### config.mk
export PLATFORM = sky130hd
export DESIGN_NAME = beh_reset_rx
export DESIGN_NICKNAME = d
export VERILOG_FILES = /design/src/rtl/beh_reset_rx.sv
export SDC_FILE = /design/constraint.sdc
export NUM_CORES = 1
export LEC_CHECK = 0
export CELL_PAD_IN_SITES_DETAIL_PLACEMENT = 0
export CELL_PAD_IN_SITES_GLOBAL_PLACEMENT = 2
export CORE_UTILIZATION = 32
export CTS_BUF_LIST = sky130_fd_sc_hd__clkbuf_8
export DETAILED_ROUTE_END_ITERATION = 16
export HOLD_SLACK_MARGIN = 0.06
export PLACE_DENSITY_LB_ADDON = 0.3
export SETUP_SLACK_MARGIN = 0.15
export SYNTH_ARGS = -nofsm -noshare
export SYNTH_HDL_FRONTEND = slang
export SYNTH_SLANG_ARGS = --single-unit
### constraint.sdc
create_clock -name clk -period 2.79 [get_ports clk]
set_clock_uncertainty 0.2 [all_clocks]
set_input_delay 0.4185 -clock clk [delete_from_list [all_inputs] [get_ports clk]]
set_output_delay 0.4185 -clock clk [all_outputs]
set_load 0.03 [all_outputs]
### src/rtl/beh_reset_rx.sv
// beh_reset_rx: synchronizes staged reset/start lanes and enforces reset -> gap -> start release order.
// Optional protocol checking is compiled in by defining CAST2VERILOG_RESET_CHECK_EN.
module beh_reset_rx #(
  parameter int RESETS      = 1,
  parameter int STARTS      = 0,
  parameter int SYNC_STAGES = 2,
  parameter int MIN_GAP     = 4,
  parameter int CNT_W       = 16,
  localparam int GW         = (STARTS > 0) ? STARTS : 1
) (
  input  logic                     clk,
  input  logic                     reset,
  input  logic [RESETS+STARTS-1:0] reset_n_in,
  output logic [RESETS-1:0]        reset_n_out,
  output logic [GW-1:0]            go,
  output logic                     resets_done,
  output logic                     started,
  output logic [CNT_W-1:0]         gap_count,
  output logic                     err,
  output logic [1:0]               err_code
);

  localparam int NL = RESETS + STARTS;
  localparam logic [CNT_W-1:0] GAP_MAX = {CNT_W{1'b1}};
  localparam logic [CNT_W-1:0] GAP_ONE = CNT_W'(1);

  typedef enum logic [1:0] {
    ST_RESET = 2'd0,
    ST_WAIT  = 2'd1,
    ST_RUN   = 2'd2,
    ST_ERR   = 2'd3
  } state_t;

  state_t           state_r;
  logic [CNT_W-1:0] gap_count_r;
  logic [NL-1:0]    sync_r [SYNC_STAGES];
  logic [NL-1:0]    lane_s;
  logic [RESETS-1:0] res_s;
  logic [GW-1:0]    start_s;
  logic             start_all_s;
  logic             res_all_s;
  logic             gap_met_s;
  logic             go_en_s;
  logic [1:0]       chk_code_s;

  // Per-lane synchronizer chain; reset loads the asserted (low) level
  always_ff @(posedge clk) begin
    if (reset) begin
      for (int k = 0; k < SYNC_STAGES; k++) begin
        sync_r[k] <= {NL{1'b0}};
      end
    end else begin
      sync_r[0] <= reset_n_in;
      for (int k = 1; k < SYNC_STAGES; k++) begin
        sync_r[k] <= sync_r[k-1];
      end
    end
  end

  assign lane_s    = sync_r[SYNC_STAGES-1];
  assign res_s     = lane_s[RESETS-1:0];
  assign res_all_s = &res_s;
  assign gap_met_s = (64'(gap_count_r) >= 64'(MIN_GAP));

  if (STARTS > 0) begin : g_start
    assign start_s     = lane_s[NL-1:RESETS];
    assign start_all_s = &start_s;
  end else begin : g_nostart
    assign start_s     = {GW{1'b0}};
    assign start_all_s = 1'b1;
  end

`ifdef CAST2VERILOG_RESET_CHECK_EN
  logic       start_any_s;
  logic       start_low_s;
  logic [1:0] err_code_r;

  assign start_any_s = |start_s;
  assign start_low_s = (STARTS > 0) && !start_all_s;

  // Protocol violation detect; each state can raise only its own cause
  always_comb begin
    chk_code_s = 2'd0;
    case (state_r)
      ST_RESET: begin
        if (start_any_s) chk_code_s = 2'd1;
        else             chk_code_s = 2'd0;
      end
      ST_WAIT: begin
        if (start_any_s && !gap_met_s) chk_code_s = 2'd2;
        else                           chk_code_s = 2'd0;
      end
      ST_RUN: begin
        if (start_low_s && res_all_s) chk_code_s = 2'd3;
        else                          chk_code_s = 2'd0;
      end
      default: chk_code_s = 2'd0;
    endcase
  end

  // First error cause; ERR is sticky so the latched code cannot be overwritten
  always_ff @(posedge clk) begin
    if (reset) begin
      err_code_r <= 2'd0;
    end else if ((state_r != ST_ERR) && (chk_code_s != 2'd0)) begin
      err_code_r <= chk_code_s;
    end else begin
      err_code_r <= err_code_r;
    end
  end

  assign err      = (state_r == ST_ERR);
  assign err_code = err_code_r;
`else
  assign chk_code_s = 2'd0;
  assign err        = 1'b0;
  assign err_code   = 2'd0;
`endif

  // Release sequencer; an error in the same cycle as a reset-lane drop wins
  always_ff @(posedge clk) begin
    if (reset) begin
      state_r     <= ST_RESET;
      gap_count_r <= {CNT_W{1'b0}};
    end else begin
      case (state_r)
        ST_RESET: begin
          if (chk_code_s != 2'd0) state_r <= ST_ERR;
          else if (res_all_s)     state_r <= ST_WAIT;
        end
        ST_WAIT: begin
          if (chk_code_s != 2'd0) begin
            state_r <= ST_ERR;
          end else if (!res_all_s) begin
            state_r     <= ST_RESET;
            gap_count_r <= {CNT_W{1'b0}};
          end else begin
            if (gap_count_r != GAP_MAX) gap_count_r <= gap_count_r + GAP_ONE;
            if (gap_met_s && start_all_s) state_r <= ST_RUN;
          end
        end
        ST_RUN: begin
          if (chk_code_s != 2'd0) begin
            state_r <= ST_ERR;
          end else if (!res_all_s) begin
            state_r     <= ST_RESET;
            gap_count_r <= {CNT_W{1'b0}};
          end
        end
        ST_ERR:  state_r <= ST_ERR;
        default: state_r <= ST_RESET;
      endcase
    end
  end

  // A start lane may be honoured alone once the gap is met, ahead of its siblings
  assign go_en_s     = (state_r == ST_RUN) || ((state_r == ST_WAIT) && gap_met_s);
  assign go          = go_en_s ? start_s : {GW{1'b0}};
  assign reset_n_out = (state_r == ST_ERR) ? {RESETS{1'b0}} : res_s;
  assign resets_done = (state_r == ST_WAIT) || (state_r == ST_RUN);
  assign started     = (state_r == ST_RUN);
  assign gap_count   = gap_count_r;

endmodule

==> flow_summary.yaml, run 1 <==
synthesis:
  synth.area.top_cells: "dfxtp_1, ha_1, inv_1"
  postSynthAreaPerCell_um2: 8.52
  synth_compound_area_share_pct: 19.4
  synth_cell_types: 52
  synth-xor-area-share_pct: 0
  synth_top_family_by_area: "simple AND/OR/NAND/NOR gates"
  synth-async-reset-ratio_pct: 0
  synthAdderAreaFrac_pct: 6.05
  ys_seq_elements: 20
  synthMuxAreaShare_pct: 2.85
  synth-main-ff-cell: "dfxtp_1"
  yosys.area.top_type_share_pct: 27.7
  netlist_area_um2: 1450
  synth_edf_count: 0
  synth-simple-area-share_pct: 34.0
  yosys.area.top_type: "dfxtp_1"
  synth-seq-area-share_pct: 27.7
  synthCells: 170
  yosys_warnings: 0
critical_path:
  start_kind: "register"
  arrival_ns: 1.70
  cp-end-kind: "output pin"
  path_class: "reg -> out"
  r2r_setup_slack_ns: 0.64
  critPathMaxFanout: 6
  worstPathRequired_ns: 2.17
routing:
  dr.pass1.iters: 4
  via_per_inst: 5.66
  routed_wirelength_mm: 3.91
  routed-via-count: 1380
  ant_nets: 0
  drc: 0
  initialDrtViolationCount: 90
  wl_per_cell_um: 16.0
global_route:
  grt_pass1_wl_mm: 6.53
  antenna_found_initial: 0
  grt.total_usage_pct: 16.9
  grt_max_degree: 11
  gr-total-overflow: 0
  grt_pass1_vias: 1343
floorplan:
  row_count: 24
  start_util_pct: 33.2
  die_area_um2: 4800
  design.core.area_um2: 4350
  io_pins: 26
  die_h_um: 69.3
  die_x_um: 69.3
clock_tree:
  htreeDepth: 1
  cts_buffer_depth: 2
  cts-resized-gates: 0
  clock-sinks: 20
  root_buffer: "clkbuf_8"
  clk_pin_slew_ns: 0.07
  hold_buffers: 0
  post_cts_buffers: 0
  clock_latency_ns: 0.26
  cts_made_buffers: 3
  cts_tree: "built"
power:
  leakagePower_nw: 0.583
  power_density_nw_per_um2: 336
  vdd_ir_drop_max_mv: 0.272
  total_power_mw: 0.578
timing:
  maxSlewViolCount: 0
  hold_viol_final: 0
  fin_crit_sh_pct: 83.1
  fin_crit_ns: 2.32
  rsz0062_at_grt: "false"
  setup_slack_ns: 0.472
  tns_ns: 0
  setup_viol: 0
  fmax_ghz: 0.431
finish:
  n_antenna_cell: 0
  areaGrowthSynthToFinish_pct: 18.8
  drive_gt1_share_pct: 11.5
  final_util_pct: 39.5
  nFillCells: 433
  ff_latch_area_um2: 400
  layout.nets: 204
  multi_input_area_um2: 916
placed_design:
  place.gp.congestion: 0.893
  place_ws_ns: 0.670
  io_buffers: 21
  hpwlAfterDp_mm: 2.90
worst_hold_path:
  hp-class: "reg -> reg"
outcome:
  outcome: "completed"
flow_run:
  drv_cap: 0
[cell usage after synthesis, types with 2 or more instances]
master / instances
a211oi_1: 3
nor4_2: 2
o21ai_1: 2
dfxtp_1: 20
nand2_1: 8
nand2b_1: 2
nor4_1: 5
nor3b_1: 2
or4_1: 2
mux2i_1: 3
nor3_1: 8
a21oi_1: 6
inv_1: 13
nand3b_1: 2
ha_1: 7
a31oi_1: 5
o21ai_0: 7
a221oi_1: 4
buf_4: 4
and4_1: 2
nand4_2: 2
buf_6: 4
nor2b_1: 7
nand3_1: 8
o311a_1: 2
a32o_1: 2
and3_1: 2
nor2_1: 12
[per-layer routing]
| metal | GRT usage (%) | routed length [um] | vias up |
|---|---|---|---|
| li1 | - | - | 669 |
| met1 | 22.1 | 1770 | 674 |
| met2 | 27.7 | 1930 | 35 |
| met3 | 4.07 | 200 | 2 |
| met4 | 4.31 | 13 | 0 |
| met5 | 0 | 0 | - |
[registers in the layout (all words and copies together) (netlist names)]
register,cells
sync_r,2
gap_count,16
state_r,2
[where the power goes]
group	internal, mW	switching, mW
Sequential	0.289	0.00409
Clock	0.0963	0.0980
Combinational	0.0313	0.0591
Total	0.417	0.161
[cells by family (layout without fill, tap and decap cells)]
| logic type | Yosys count | in the layout |
|---|---|---|
| AND/OR/NAND/NOR | 76 | 76 |
| buffers and inverters | 23 | 42 |
| flip-flops | 20 | 20 |
| other | 1 | 4 |
| adder cells (fa/ha/maj) | 7 | 7 |
| AO/OA/AOI/OAI | 39 | 39 |
| multiplexers | 4 | 4 |
[layout make-up]
type,count,area share [%]
Multi-Input combinational cell,130,53.3
Sequential cell,20,23.3
Timing Repair Buffer,26,14.4
Tap cell,52,3.78
Inverter,13,2.84
Clock buffer,3,2.40
[metrics by stage]
step | hold slack [ns] | instance area, um^2 | std cells
CTS | 0.254 | 1720 | 244
global route | 0.259 | 1720 | 244
floorplan | 0.214 | 1460 | 173
global placement | 0.230 | 1680 | 241
finish | 0.254 | 1720 | 244
detailed placement | 0.235 | 1680 | 241
[critical path, stage by stage (launching register included)]
cell             delay (ns)
dfxtp_1                0.34
inv_1                  0.12
ha_1                   0.28
clkdlybuf4s50_1        0.71
[final timing paths]
path | from | to | cells past startpoint
worst min register to register | sync_r[0][0] | sync_r[0][1] | 1
worst max register to register | state_r[0] | gap_count[6] | 6
worst max-delay path | state_r[0] | started | 3
worst min-delay path | sync_r[0][0] | sync_r[0][1] | 1
[cells in the final DEF, fill, tap and decap left out, drive strengths merged, types with 3 or more instances in the layout]
master	instances
nand4	3
conb	4
buf	5
nor2	12
and3	3
a221oi	5
a211oi	4
nor4	7
o21ai	9
clkbuf	3
a31oi	5
nand2	9
clkdlybuf4s50	21
nor3	9
and4	3
nand3	9
dfxtp	20
mux2i	3
nor2b	7
a21oi	6
ha	7
inv	13
Power figures use the tool's default switching activity.
==> inputs of run 2 (changes only) <==
--- a/config.mk
+++ b/config.mk
@@ -7,7 +7,7 @@
 export LEC_CHECK = 0
 export CELL_PAD_IN_SITES_DETAIL_PLACEMENT = 0
 export CELL_PAD_IN_SITES_GLOBAL_PLACEMENT = 2
-export CORE_UTILIZATION = 32
+export CORE_UTILIZATION = 29
 export CTS_BUF_LIST = sky130_fd_sc_hd__clkbuf_8
 export DETAILED_ROUTE_END_ITERATION = 16
 export HOLD_SLACK_MARGIN = 0.06
==> constraint.sdc (replaced) <==
create_clock -name clk -period 2.1 [get_ports clk]
set_clock_uncertainty 0.2 [all_clocks]
set_input_delay 0.315 -clock clk [delete_from_list [all_inputs] [get_ports clk]]
set_output_delay 0.315 -clock clk [all_outputs]
set_load 0.03 [all_outputs]
==> run 2 against run 1 <==
  * Design area is 11% higher
  * Combinational power up 44%
  * Register-to-register slack lost 0.43 ns
  * Die area rose by 10%
  * Critical path type unchanged
  * Total power increased by 60%
  * Final cell count rose by 9.0%
  * Flip-flop and latch count unchanged
==> flow_summary.yaml, run 2 (synthesis results as in run 1) <==
outcome:
  outcome: "completed"
power:
  p_int_mw: 0.686
  vdd_ir_drop_max_mv: 0.291
  p_clk_share_pct: 43.6
  power_density_nw_per_um2: 482
  total_power_mw: 0.923
  leakagePower_nw: 0.783
  switching_share_pct: 25.7
  power_frac_seq_pct: 42.4
  combPwrFrac_pct: 14.0
  p_switching_mw: 0.238
clock_tree:
  root_buffer: "clkbuf_8"
  cts_buffer_depth: 2
  cts_tree: "built"
  hold_buffers: 0
  clock-sinks: 20
  clock_latency_ns: 0.26
  htreeDepth: 1
  clk_pin_slew_ns: 0.09
  cts_made_buffers: 3
critical_path:
  cp-end-kind: "output pin"
  critPathTopFamily: "buffers and inverters"
  slowest_stage: "clkdlybuf4s50_1"
  r2r_start: "state_r[1]"
  path_class: "reg -> out"
  max_stage_delay_ns: 0.70
  startpoint: "gap_count[15]"
  worstPathRequired_ns: 1.58
  arrival_ns: 1.38
  crit_buf_inv: 1
  critPathMaxFanout: 5
  worstPathCellList: "clkdlybuf4s50_1"
  start_kind: "register"
timing:
  fin_crit_sh_pct: 90.3
  fmax_ghz: 0.527
  tns_ns: 0
  maxSlewViolCount: 0
  hold_viol_final: 0
  setup_viol: 0
  rsz0062_at_grt: "true"
  fin_crit_ns: 1.90
floorplan:
  die_x_um: 72.7
  design.core.area_um2: 4750
  io_pins: 26
  die_h_um: 72.7
  start_util_pct: 30.4
  die_area_um2: 5280
  row_count: 25
routing:
  ant_nets: 0
  route.met2.wl_mm: 1.99
  drc: 0
  via_per_inst: 5.13
  top_layer_used: "met4"
  routed_wirelength_mm: 4.04
  dr.pass1.iters: 4
  wl_per_cell_um: 15.2
  dr_wl_met3_um: 110
  wl_met1_mm: 1.91
  routed-via-count: 1364
  initialDrtViolationCount: 100
finish:
  final_cell_mix: "dfxtp_1, inv_1, nor2_1, buf_4, dlygate4sd2_1"
  final_util_pct: 40.3
  areaGrowthSynthToFinish_pct: 32.2
  fin_cells: 266
  nFillCells: 526
  n_antenna_cell: 0
  largest_reg_flops: 16
  layout_commonest_cell: "dfxtp_1"
  layout.nets: 210
  drive_gt1_share_pct: 24.6
global_route:
  grt_pass1_vias: 1263
  gr-total-overflow: 0
  grt_pass1_wl_mm: 6.52
  grt_max_degree: 18
  antenna_found_initial: 0
  grt.total_usage_pct: 16.2
placed_design:
  dp_cells: 260
  hpwlAfterDp_mm: 2.94
  io_buffers: 21
  place.gp.congestion: 0.838
worst_hold_path:
  hold_start: "sync_r[0][0]"
  hp-class: "reg -> reg"
flow_run:
  drv_cap: 0
-- run 2: cell count changes in the layout (fill, tap and decap cells not counted), sizes merged --
cell | before | now
dlymetal6s2s | 0 | 4
dlygate4sd2 | 0 | 10
clkdlybuf4s50 | 21 | 6
buf | 5 | 11
bufinv | 0 | 1
clkbuf | 3 | 4
-- run 2: metal layers --
layer  up-vias  global-route usage (%)
li1        681                       -
met1       647                    22.6
met5         -                       0
met4         0                    3.27
met2        34                    26.6
met3         2                    2.07
-- run 2: timing repair --
action	4_1_cts	5_1_grt
pin swaps	0	2
resized for setup	18	23
buffers inserted	1	1
setup endpoints to repair	25	22
-- run 2: power by group through the flow --
| stage | clock network (mW) | registers [mW] | logic, mW |
|---|---|---|---|
| after floorplan | 0 | 0.397 | 0.0971 |
| after global placement | 0 | 0.398 | 0.120 |
| after detailed placement | 0 | 0.398 | 0.121 |
| after CTS | 0.417 | 0.392 | 0.123 |
| after global routing | 0.430 | 0.392 | 0.142 |
| final | 0.402 | 0.391 | 0.130 |
-- run 2: area by class of cell --
cell class	count	area (um^2)	area share, %
Inverter	13	48.8	2.55
Multi-Input combinational cell	130	1010	52.9
Clock buffer	3	41.3	2.16
Timing Repair Buffer	32	285	14.9
Tap cell	67	83.8	4.38
Clock inverter	1	30.0	1.57
Sequential cell	20	412	21.5
-- run 2: path summary, 6_finish.rpt --
| path | to | slack [ns] | cells after the start |
|---|---|---|---|
| max | gap_count[15] | 0.20 | 1 |
| min | sync_r[0][1] | 0.24 | 1 |
| max reg2reg | gap_count[6] | 0.21 | 5 |
| min reg2reg | sync_r[0][1] | 0.24 | 1 |
-- run 2: per-stage QoR --
stage / hold slack (ns) / instance area, um^2 / worst slack [ns]
after detailed placement: 0.229 / 1740 / -0.0184
after global placement: 0.233 / 1740 / 0.0829
final: 0.245 / 1910 / 0.203
after global routing: 0.267 / 1910 / 0.132
after floorplan: 0.214 / 1480 / 0.136
after CTS: 0.252 / 1830 / 0.0975
==> inputs of run 3 (changes only) <==
--- a/config.mk
+++ b/config.mk
@@ -5,9 +5,10 @@
 export SDC_FILE = /design/constraint.sdc
 export NUM_CORES = 1
 export LEC_CHECK = 0
+export ABC_CLOCK_PERIOD_IN_PS = 2500
 export CELL_PAD_IN_SITES_DETAIL_PLACEMENT = 0
 export CELL_PAD_IN_SITES_GLOBAL_PLACEMENT = 2
-export CORE_UTILIZATION = 29
+export CORE_UTILIZATION = 35
 export CTS_BUF_LIST = sky130_fd_sc_hd__clkbuf_8
 export DETAILED_ROUTE_END_ITERATION = 16
 export HOLD_SLACK_MARGIN = 0.06
==> constraint.sdc (replaced) <==
create_clock -name clk -period 2.5 [get_ports clk]
set_clock_uncertainty 0.2 [all_clocks]
set_input_delay 0.375 -clock clk [delete_from_list [all_inputs] [get_ports clk]]
set_output_delay 0.375 -clock clk [all_outputs]
set_load 0.03 [all_outputs]
==> run 3 against run 2 <==
  * Sequential power shrank 16%
  * Design area is 9.5% lower
  * Non-clock buffer count is 6 lower
  * Critical path type unchanged
  * Largest cell class unchanged
  * Largest power group is now registers
==> flow_summary.yaml, run 3 (synthesis results as in run 1) <==
outcome:
  outcome: "completed"
placed_design:
  dpl-instance-area_um2: 1680
  hpwlAfterDp_mm: 2.83
  place.gp.congestion: 0.875
  dp_cells: 239
  io_buffers: 21
finish:
  largest_reg_flops: 16
  fin_cells: 243
  nFillCells: 414
  areaGrowthSynthToFinish_pct: 19.7
  final_cell_mix: "dfxtp_1, clkdlybuf4s50_1, inv_1"
  layout.nets: 204
  n_antenna_cell: 0
  fin_area_um2: 1730
  drive_gt1_share_pct: 11.9
routing:
  via_per_inst: 5.66
  drc: 0
  dr.pass1.iters: 5
  wl_per_cell_um: 15.5
  ant_nets: 0
  initialDrtViolationCount: 80
  routed_wirelength_mm: 3.76
  routed-via-count: 1376
clock_tree:
  cts_made_buffers: 3
  hold_buffers: 0
  htreeDepth: 1
  clock-sinks: 20
  cts_buffer_depth: 2
  clock_latency_ns: 0.26
  clk_pin_slew_ns: 0.08
  cts_tree: "built"
  root_buffer: "clkbuf_8"
power:
  p_switching_mw: 0.192
  p_clk_share_pct: 37.7
  leakagePower_nw: 0.606
  combPwrFrac_pct: 14.9
  power_density_nw_per_um2: 398
  power_frac_seq_pct: 47.5
  switching_share_pct: 27.8
  total_power_mw: 0.689
  p_int_mw: 0.497
  vdd_ir_drop_max_mv: 0.284
critical_path:
  cp-end-kind: "output pin"
  path_class: "reg -> out"
  crit_buf_inv: 2
  reg2reg_depth: 6
  arrival_ns: 1.71
  critPathMaxFanout: 6
  r2r_start: "state_r[1]"
  r2r_setup_slack_ns: 0.34
  r2r-end: "gap_count[1]"
  start_kind: "register"
  slowest_stage: "clkdlybuf4s50_1"
  worstPathRequired_ns: 1.92
  max_stage_delay_ns: 0.71
  critPathTopFamily: "buffers and inverters"
  worstPathCellList: "inv_1 -> ha_1 -> clkdlybuf4s50_1"
timing:
  hold_viol_final: 0
  setup_viol: 0
  maxSlewViolCount: 0
  rsz0062_at_grt: "false"
  hold_ws_ns: 0.247
  fin_crit_ns: 2.29
  fmax_ghz: 0.437
  fin_crit_sh_pct: 91.5
  tns_ns: 0
floorplan:
  io_pins: 26
  row_count: 23
  start_util_pct: 36.5
  die_x_um: 66.3
  die_area_um2: 4400
  die_h_um: 66.3
  design.core.area_um2: 3970
global_route:
  gr-total-overflow: 0
  grt_pass1_wl_mm: 6.11
  grt.total_usage_pct: 18.3
  grt_max_degree: 13
  antenna_found_initial: 0
  grt_pass1_vias: 1246
worst_hold_path:
  worstHoldEndpoint: "sync_r[0][1]"
  hold_path_depth: 1
  hp-class: "reg -> reg"
  hold_start: "sync_r[0][0]"
flow_run:
  drv_cap: 0
## run 3: cell count changes in the layout (fill, tap and decap cells not counted), sizes merged
cell,before,now
buf,11,5
bufinv,1,0
dlymetal6s2s,4,1
dlygate4sd2,10,0
clkdlybuf4s50,6,20
## run 3: what timing repair did
item | 4_1_cts | 5_1_grt
gates resized for setup | 0 | 1
setup buffers | 0 | 0
setup endpoints to repair | 0 | 1
## run 3: final cells by class
| type | count | area (um^2) | share of cell area, % |
|---|---|---|---|
| Sequential cell | 20 | 400 | 23.1 |
| Tap cell | 50 | 62.6 | 3.61 |
| Multi-Input combinational cell | 130 | 916 | 52.9 |
| Timing Repair Buffer | 26 | 250 | 14.4 |
| Clock buffer | 4 | 55.1 | 3.18 |
| Inverter | 13 | 48.8 | 2.82 |
## run 3: metrics by stage
stage / utilization [%] / setup WS, ns
CTS: 43.6 / 0.188
finish: 43.6 / 0.213
global placement: 42.2 / 0.468
detailed placement: 42.2 / 0.374
global route: 43.6 / 0.155
floorplan: - / 0.373
## run 3: worst max path at each step
stage / start / endpoint / cells after the start
after floorplan: state_r[0] / gap_count[6] / 5
after global placement: state_r[0] / gap_count[8] / 6
after detailed placement: state_r[1] / gap_count[1] / 6
after CTS: state_r[0] / resets_done / 3
after global routing: state_r[0] / started / 3
final: state_r[0] / started / 3
## run 3: per-layer routing
layer | routed length [um] | GRT usage [%] | vias up
li1 | - | - | 672
met1 | 1820 | 24.8 | 671
met2 | 1770 | 30.5 | 29
met3 | 146 | 2.41 | 4
met4 | 27 | 4.26 | 0
met5 | 0 | 0 | -
## run 3: power groups by stage
stage	clock, mW	combinational [mW]	sequential, mW
3_5_place_dp	0	0.103	0.335
3_3_place_gp	0	0.101	0.334
5_1_grt	0.276	0.111	0.328
4_1_cts	0.264	0.104	0.327
2_1_floorplan	0	0.0804	0.334
6_report	0.260	0.103	0.327
